### src/rtl/m3key_pkg.sv
// Shared definitions for the motor key conditioner: adjust-FSM states,
// keyStateO bit positions and default timing constants.
package m3key_pkg;

  typedef enum logic [1:0] {
    ADJ_IDLE   = 2'd0,
    ADJ_DELAY  = 2'd1,
    ADJ_REPEAT = 2'd2
  } adjState_t;

  localparam int KEY_START   = 0;
  localparam int KEY_STOP    = 1;
  localparam int KEY_INV     = 2;
  localparam int KEY_SPD_INC = 3;
  localparam int KEY_SPD_DEC = 4;
  localparam int KEY_PWR_INC = 5;
  localparam int KEY_PWR_DEC = 6;
  localparam int NUM_KEYS    = 7;

  localparam int DEF_DEBOUNCE_CYC   = 10000;
  localparam int DEF_REPEAT_DELAY   = 500000;
  localparam int DEF_REPEAT_PERIOD  = 100000;
  localparam int DEF_KEY_ACTIVE_LOW = 1;

endpackage

### src/rtl/m3key_debounce.sv
// One key: 2-flop synchronizer, polarity normalization and a counter that
// flips the stable pressed level after DEBOUNCE_CYC consecutive differing samples.
module m3key_debounce
  import m3key_pkg::*;
#(
  parameter int DEBOUNCE_CYC   = DEF_DEBOUNCE_CYC,
  parameter int KEY_ACTIVE_LOW = DEF_KEY_ACTIVE_LOW
) (
  input  logic clkI,
  input  logic rstI,
  input  logic rawI,
  output logic stableO
);

  localparam int CNT_W = $clog2(DEBOUNCE_CYC + 1);
  localparam logic RELEASED_RAW = (KEY_ACTIVE_LOW != 0);
  localparam logic [CNT_W-1:0] CNT_LAST = CNT_W'(DEBOUNCE_CYC - 1);

  logic syncA, syncB, pressed;
  logic [CNT_W-1:0] cnt;

  assign pressed = syncB ^ RELEASED_RAW;

  // Reset loads the released level everywhere so no edge appears on release.
  always_ff @(posedge clkI) begin
    if (rstI) begin
      syncA   <= RELEASED_RAW;
      syncB   <= RELEASED_RAW;
      stableO <= 1'b0;
      cnt     <= '0;
    end else begin
      syncA <= rawI;
      syncB <= syncA;
      if (pressed != stableO) begin
        if (cnt == CNT_LAST) begin
          stableO <= ~stableO;
          cnt     <= '0;
        end else begin
          cnt <= cnt + 1'b1;
        end
      end else begin
        cnt <= '0;
      end
    end
  end

endmodule

### src/rtl/m3key_cond.sv
// Key conditioner for the motor controller: debounces seven keys and turns
// them into start/toggle pulses, a force-stop level and auto-repeat adjust pulses.
module m3key_cond
  import m3key_pkg::*;
#(
  parameter int DEBOUNCE_CYC   = DEF_DEBOUNCE_CYC,
  parameter int REPEAT_DELAY   = DEF_REPEAT_DELAY,
  parameter int REPEAT_PERIOD  = DEF_REPEAT_PERIOD,
  parameter int KEY_ACTIVE_LOW = DEF_KEY_ACTIVE_LOW
) (
  input  logic                clkI,
  input  logic                rstI,
  input  logic                startKeyI,
  input  logic                stopKeyI,
  input  logic                invKeyI,
  input  logic                spdIncKeyI,
  input  logic                spdDecKeyI,
  input  logic                pwrIncKeyI,
  input  logic                pwrDecKeyI,
  output logic                m3startO,
  output logic                m3forceStopO,
  output logic                m3invRotateO,
  output logic                m3speedINCo,
  output logic                m3speedDECo,
  output logic                m3powerINCo,
  output logic                m3powerDECo,
  output logic [NUM_KEYS-1:0] keyStateO
);

  localparam int CNT_MAX = (REPEAT_DELAY > REPEAT_PERIOD) ? REPEAT_DELAY : REPEAT_PERIOD;
  localparam int CNT_W   = $clog2(CNT_MAX + 1);
  localparam logic [CNT_W-1:0] DELAY_LAST  = CNT_W'(REPEAT_DELAY - 1);
  localparam logic [CNT_W-1:0] PERIOD_LAST = CNT_W'(REPEAT_PERIOD - 1);
  localparam logic [CNT_W-1:0] CNT_SAT     = CNT_W'(CNT_MAX);

  logic [NUM_KEYS-1:0] rawKeys, keyState;
  logic [3:0] adjPulse;
  logic startPrev, invPrev, stopHeld;

  assign rawKeys  = {pwrDecKeyI, pwrIncKeyI, spdDecKeyI, spdIncKeyI, invKeyI, stopKeyI, startKeyI};
  assign stopHeld = keyState[KEY_STOP];
  assign keyStateO = keyState;

  for (genvar k = 0; k < NUM_KEYS; k++) begin : gDeb
    m3key_debounce #(
      .DEBOUNCE_CYC  (DEBOUNCE_CYC),
      .KEY_ACTIVE_LOW(KEY_ACTIVE_LOW)
    ) uDeb (
      .clkI   (clkI),
      .rstI   (rstI),
      .rawI   (rawKeys[k]),
      .stableO(keyState[k])
    );
  end

  // Edges are taken against the live stop level, so a start edge that lands
  // together with the stop rising edge is also swallowed.
  always_ff @(posedge clkI) begin
    if (rstI) begin
      startPrev    <= 1'b0;
      invPrev      <= 1'b0;
      m3startO     <= 1'b0;
      m3forceStopO <= 1'b0;
      m3invRotateO <= 1'b0;
    end else begin
      startPrev    <= keyState[KEY_START];
      invPrev      <= keyState[KEY_INV];
      m3startO     <= keyState[KEY_START] & ~startPrev & ~stopHeld;
      m3forceStopO <= stopHeld;
      if (keyState[KEY_INV] & ~invPrev & ~stopHeld) m3invRotateO <= ~m3invRotateO;
    end
  end

  // Adjust keys 0..3 = spdInc, spdDec, pwrInc, pwrDec; partner is index ^ 1.
  for (genvar a = 0; a < 4; a++) begin : gAdj
    localparam int SELF    = KEY_SPD_INC + a;
    localparam int PARTNER = KEY_SPD_INC + (a ^ 1);

    adjState_t state, stateNext;
    logic [CNT_W-1:0] cnt, cntNext;
    logic allowed, pulse, pulseNext;

    assign allowed = keyState[SELF] & ~keyState[PARTNER] & ~stopHeld;

    always_ff @(posedge clkI) begin
      if (rstI) begin
        state <= ADJ_IDLE;
        cnt   <= '0;
        pulse <= 1'b0;
      end else begin
        state <= stateNext;
        cnt   <= cntNext;
        pulse <= pulseNext;
      end
    end

    always_comb begin
      stateNext = state;
      cntNext   = (cnt == CNT_SAT) ? cnt : cnt + 1'b1;
      if (!allowed) begin
        stateNext = ADJ_IDLE;
        cntNext   = '0;
      end else begin
        case (state)
          ADJ_IDLE: begin
            stateNext = ADJ_DELAY;
            cntNext   = '0;
          end
          ADJ_DELAY: begin
            if (cnt == DELAY_LAST) begin
              stateNext = ADJ_REPEAT;
              cntNext   = '0;
            end
          end
          ADJ_REPEAT: begin
            if (cnt == PERIOD_LAST) cntNext = '0;
          end
          default: begin
            stateNext = ADJ_IDLE;
            cntNext   = '0;
          end
        endcase
      end
    end

    always_comb begin
      pulseNext = 1'b0;
      if (allowed) begin
        case (state)
          ADJ_IDLE:   pulseNext = 1'b1;
          ADJ_DELAY:  pulseNext = (cnt == DELAY_LAST);
          ADJ_REPEAT: pulseNext = (cnt == PERIOD_LAST);
          default:    pulseNext = 1'b0;
        endcase
      end
    end

    assign adjPulse[a] = pulse;
  end

  assign m3speedINCo = adjPulse[0];
  assign m3speedDECo = adjPulse[1];
  assign m3powerINCo = adjPulse[2];
  assign m3powerDECo = adjPulse[3];

endmodule

### config.mk
export PLATFORM = sky130hd
export DESIGN_NAME = m3key_cond
export DESIGN_NICKNAME = d
export VERILOG_FILES = /design/src/rtl/m3key_pkg.sv /design/src/rtl/m3key_debounce.sv /design/src/rtl/m3key_cond.sv
export SDC_FILE = /design/constraint.sdc
export NUM_CORES = 1
export LEC_CHECK = 0
export ABC_AREA = 1
export BUFFER_PORTS_ARGS = -buffer_cell sky130_fd_sc_hd__buf_2
export CORE_ASPECT_RATIO = 1.25
export CORE_MARGIN = 10
export CORE_UTILIZATION = 55
export CTS_CLUSTER_SIZE = 20
export DETAILED_ROUTE_END_ITERATION = 7
export HOLD_SLACK_MARGIN = 0.03
export PLACE_DENSITY_LB_ADDON = 0.12
export SETUP_SLACK_MARGIN = 0.02
export SYNTH_ARGS = -nofsm -noshare
export SYNTH_HDL_FRONTEND = slang
export SYNTH_HIERARCHICAL = 1
export SYNTH_SLANG_ARGS = --single-unit
export TNS_END_PERCENT = 20
### constraint.sdc
create_clock -name clkI -period 4.85 [get_ports clkI]
set_clock_uncertainty 0.05 [all_clocks]
set_input_delay 1.455 -clock clkI [delete_from_list [all_inputs] [get_ports clkI]]
set_output_delay 1.455 -clock clkI [all_outputs]
set_load 0.01 [all_outputs]
==> reports/metrics.yaml <==
finish:
  layout.nets: 1610
  drive_gt1_frac: 0.141
  final_cell_mix: "nor2_1, nand2_1, dfxtp_1"
  area_growth_pct: 9.62
  layout_commonest_cell: "nor2_1"
  insertedDiodeCount: 0
grt:
  track_usage: 0.155
  grt_pass1_wl_um: 36500
  grt_max_degree: 27
  grt_pass1_vias: 8738
  antenna_found_initial: 0
  gr-total-overflow: 0
sta:
  fin_ws_ns: 2.16
  post-route-period-util: 0.554
  setup-tns-final_ns: 0
  setup_viol: 0
  fin_crit_ns: 2.69
  hold_violations: 0
  fmax_mhz: 372
  slew_headroom: 0.708
  finalMaxSlewViolations: 0
  rsz0062_at_grt: "no"
  worstMarginPinSlew_ns: 0.435
route:
  wl_um: 20200
  viasPerCell: 4.88
  wl_per_cell_um: 10.9
  drtIter0Drc: 340
  drc: 0
  via_count: 9060
  first_pass_iters: 5
  postRouteAntennaNets: 0
floorplan:
  ios: 23
  die_area_sq_um: 26400
  core_area_sq_um: 20000
  initial_core_util: 0.557
  rows: 58
  die_w_um: 147
  die_y_um: 179
clocking:
  cts_num_sinks: 212
  htree_num_levels: 1
  cts_resized: 0
  clockBufferDepth: 3
  cts_root_buf: "clkbuf_16"
  clk_pin_slew_ns: 0.06
  cts_hold_buffers: 0
  cts_buffers: 23
  cts_tree: "built"
  cts_setup_buffers: 0
  insertion_delay_ns: 0.50
setup_path:
  crit_chain: "buf_2"
  critPathMaxFanout: 7
  crit_type: "flop to primary output"
  slowest_delay_ns: 0.48
  critPathSlowestCell: "dfxtp_1"
  arrival_ns: 1.18
  worstSetupEndpointType: "primary output"
  worst-path-buf-inv: 1
  cp_top_family: "flip-flops"
  crit_path_start_kind: "flop"
  cp_data_required_time_ns: 3.35
synth:
  ys_ff_latch: 212
  yosysTopAreaCellShare: 0.381
  yosysWarnings: 6
  synth_seq_area_share: 0.381
  avgSynthCellArea_sq_um: 7.24
  synth.net_count: 1579
  ys_types: 34
  netlist_area_sq_um: 11100
  synth_top_cell_by_area: "dfxtp_1"
  syn_inst: 1539
  synthTopCellsByArea: "dfxtp_1, nor2_1, nand2_1"
place:
  io_buffers: 22
  gp_congestion: 0.841
  dp_hpwl_um: 14800
  dpl_worst_slack_ns: 1.96
hold_path:
  min_path_type: "flop to flop"
flow_run:
  drv_cap: 0
power:
  p_per_area_nw_per_um2: 295
  p_leak_nw: 4.26
  ir_drop_uv: 268
outcome:
  status: "finished, final reports clean"
## synthesized netlist by cell type (all sizes together)
library cell  count
xor2             66
nor3             28
dfxtp           212
nor2            357
ha               31
xnor2            28
nor3b             1
nand4            43
nand3b           11
buf              16
o21bai            8
or2              36
nand3            96
o21ai            14
a21oi            62
nand2           341
nor4              3
inv             185
and2              1
## per-layer routing
metal,track usage,wire (um),vias up
li1,-,-,4868
met1,0.180,9270,4072
met4,0.0447,386,0
met2,0.285,9780,89
met5,0,0,-
met3,0.0301,783,31
## cells by family after synthesis
kind of cell	after synthesis	share of synthesized area
AO/OA/AOI/OAI	84	0.0439
adder cells (fa/ha/maj)	31	0.0348
AND/OR/NAND/NOR	917	0.390
flip-flops	212	0.381
XOR/XNOR	94	0.0739
buffers and inverters	201	0.0769
## worst paths after layout
check	start	to	slack [ns]	cells after the start
setup / recovery	gDeb[1].uDeb/stableO$_SDFFE_PP0P_	keyStateO[1]	2.16	1
hold / removal	gDeb[4].uDeb/syncA$_SDFF_PP1_	gDeb[4].uDeb/syncB$_SDFF_PP1_	0.36	1
setup reg to reg	gAdj[2].cnt[1]$_SDFF_PP0_	gAdj[2].cnt[2]$_SDFF_PP0_	3.04	10
hold reg to reg	gDeb[4].uDeb/syncA$_SDFF_PP1_	gDeb[4].uDeb/syncB$_SDFF_PP1_	0.36	1
## worst register-to-register path, delay by kind of cell, from the launching register on
family | cells | cell delay (ns)
DFF | 1 | 0.39
adders and majority gates | 1 | 0.19
and+or+nand+nor | 8 | 1.00
buffers and inverters | 1 | 0.08
## final cells by class
class,count,area (sq um)
Tap cell,270,338
Clock inverter,10,155
Timing Repair Buffer,22,110
Inverter,185,694
Sequential cell,212,4240
Multi-Input combinational cell,1126,6050
Fill cell,1868,7810
Clock buffer,30,632
## power breakdown
part | total [mW] | switching, mW | leakage, nW | internal (mW)
combinational | 0.0273 | 0.0180 | 2.16 | 0.00926
clock | 1.82 | 0.698 | 0.382 | 1.13
sequential | 1.75 | 0.00272 | 1.71 | 1.75
## per-stage QoR
stage	util	cells	total power, mW	hold WS (ns)	cell area (sq um)
global route	0.610	1855	3.73	0.372	12200
global placement	0.571	1815	1.82	0.341	11400
detailed placement	0.571	1815	1.82	0.347	11400
floorplan	-	1539	1.81	0.326	11100
CTS	0.610	1855	3.66	0.361	12200
finish	0.610	1855	3.60	0.359	12200
## flip-flops by register name, indices dropped and copies added, names as in the netlist
register,count
gDeb.uDeb/stableO,7
m3startO,1
gDeb.uDeb/cnt,98
gDeb.uDeb/syncA,7
invPrev,1
gAdj.cnt,76
gAdj.state,8
m3powerINCo,1
gDeb.uDeb/syncB,7
m3powerDECo,1
startPrev,1
m3speedINCo,1
m3invRotateO,1
m3speedDECo,1
m3forceStopO,1
(Power assumes the default switching activity.)
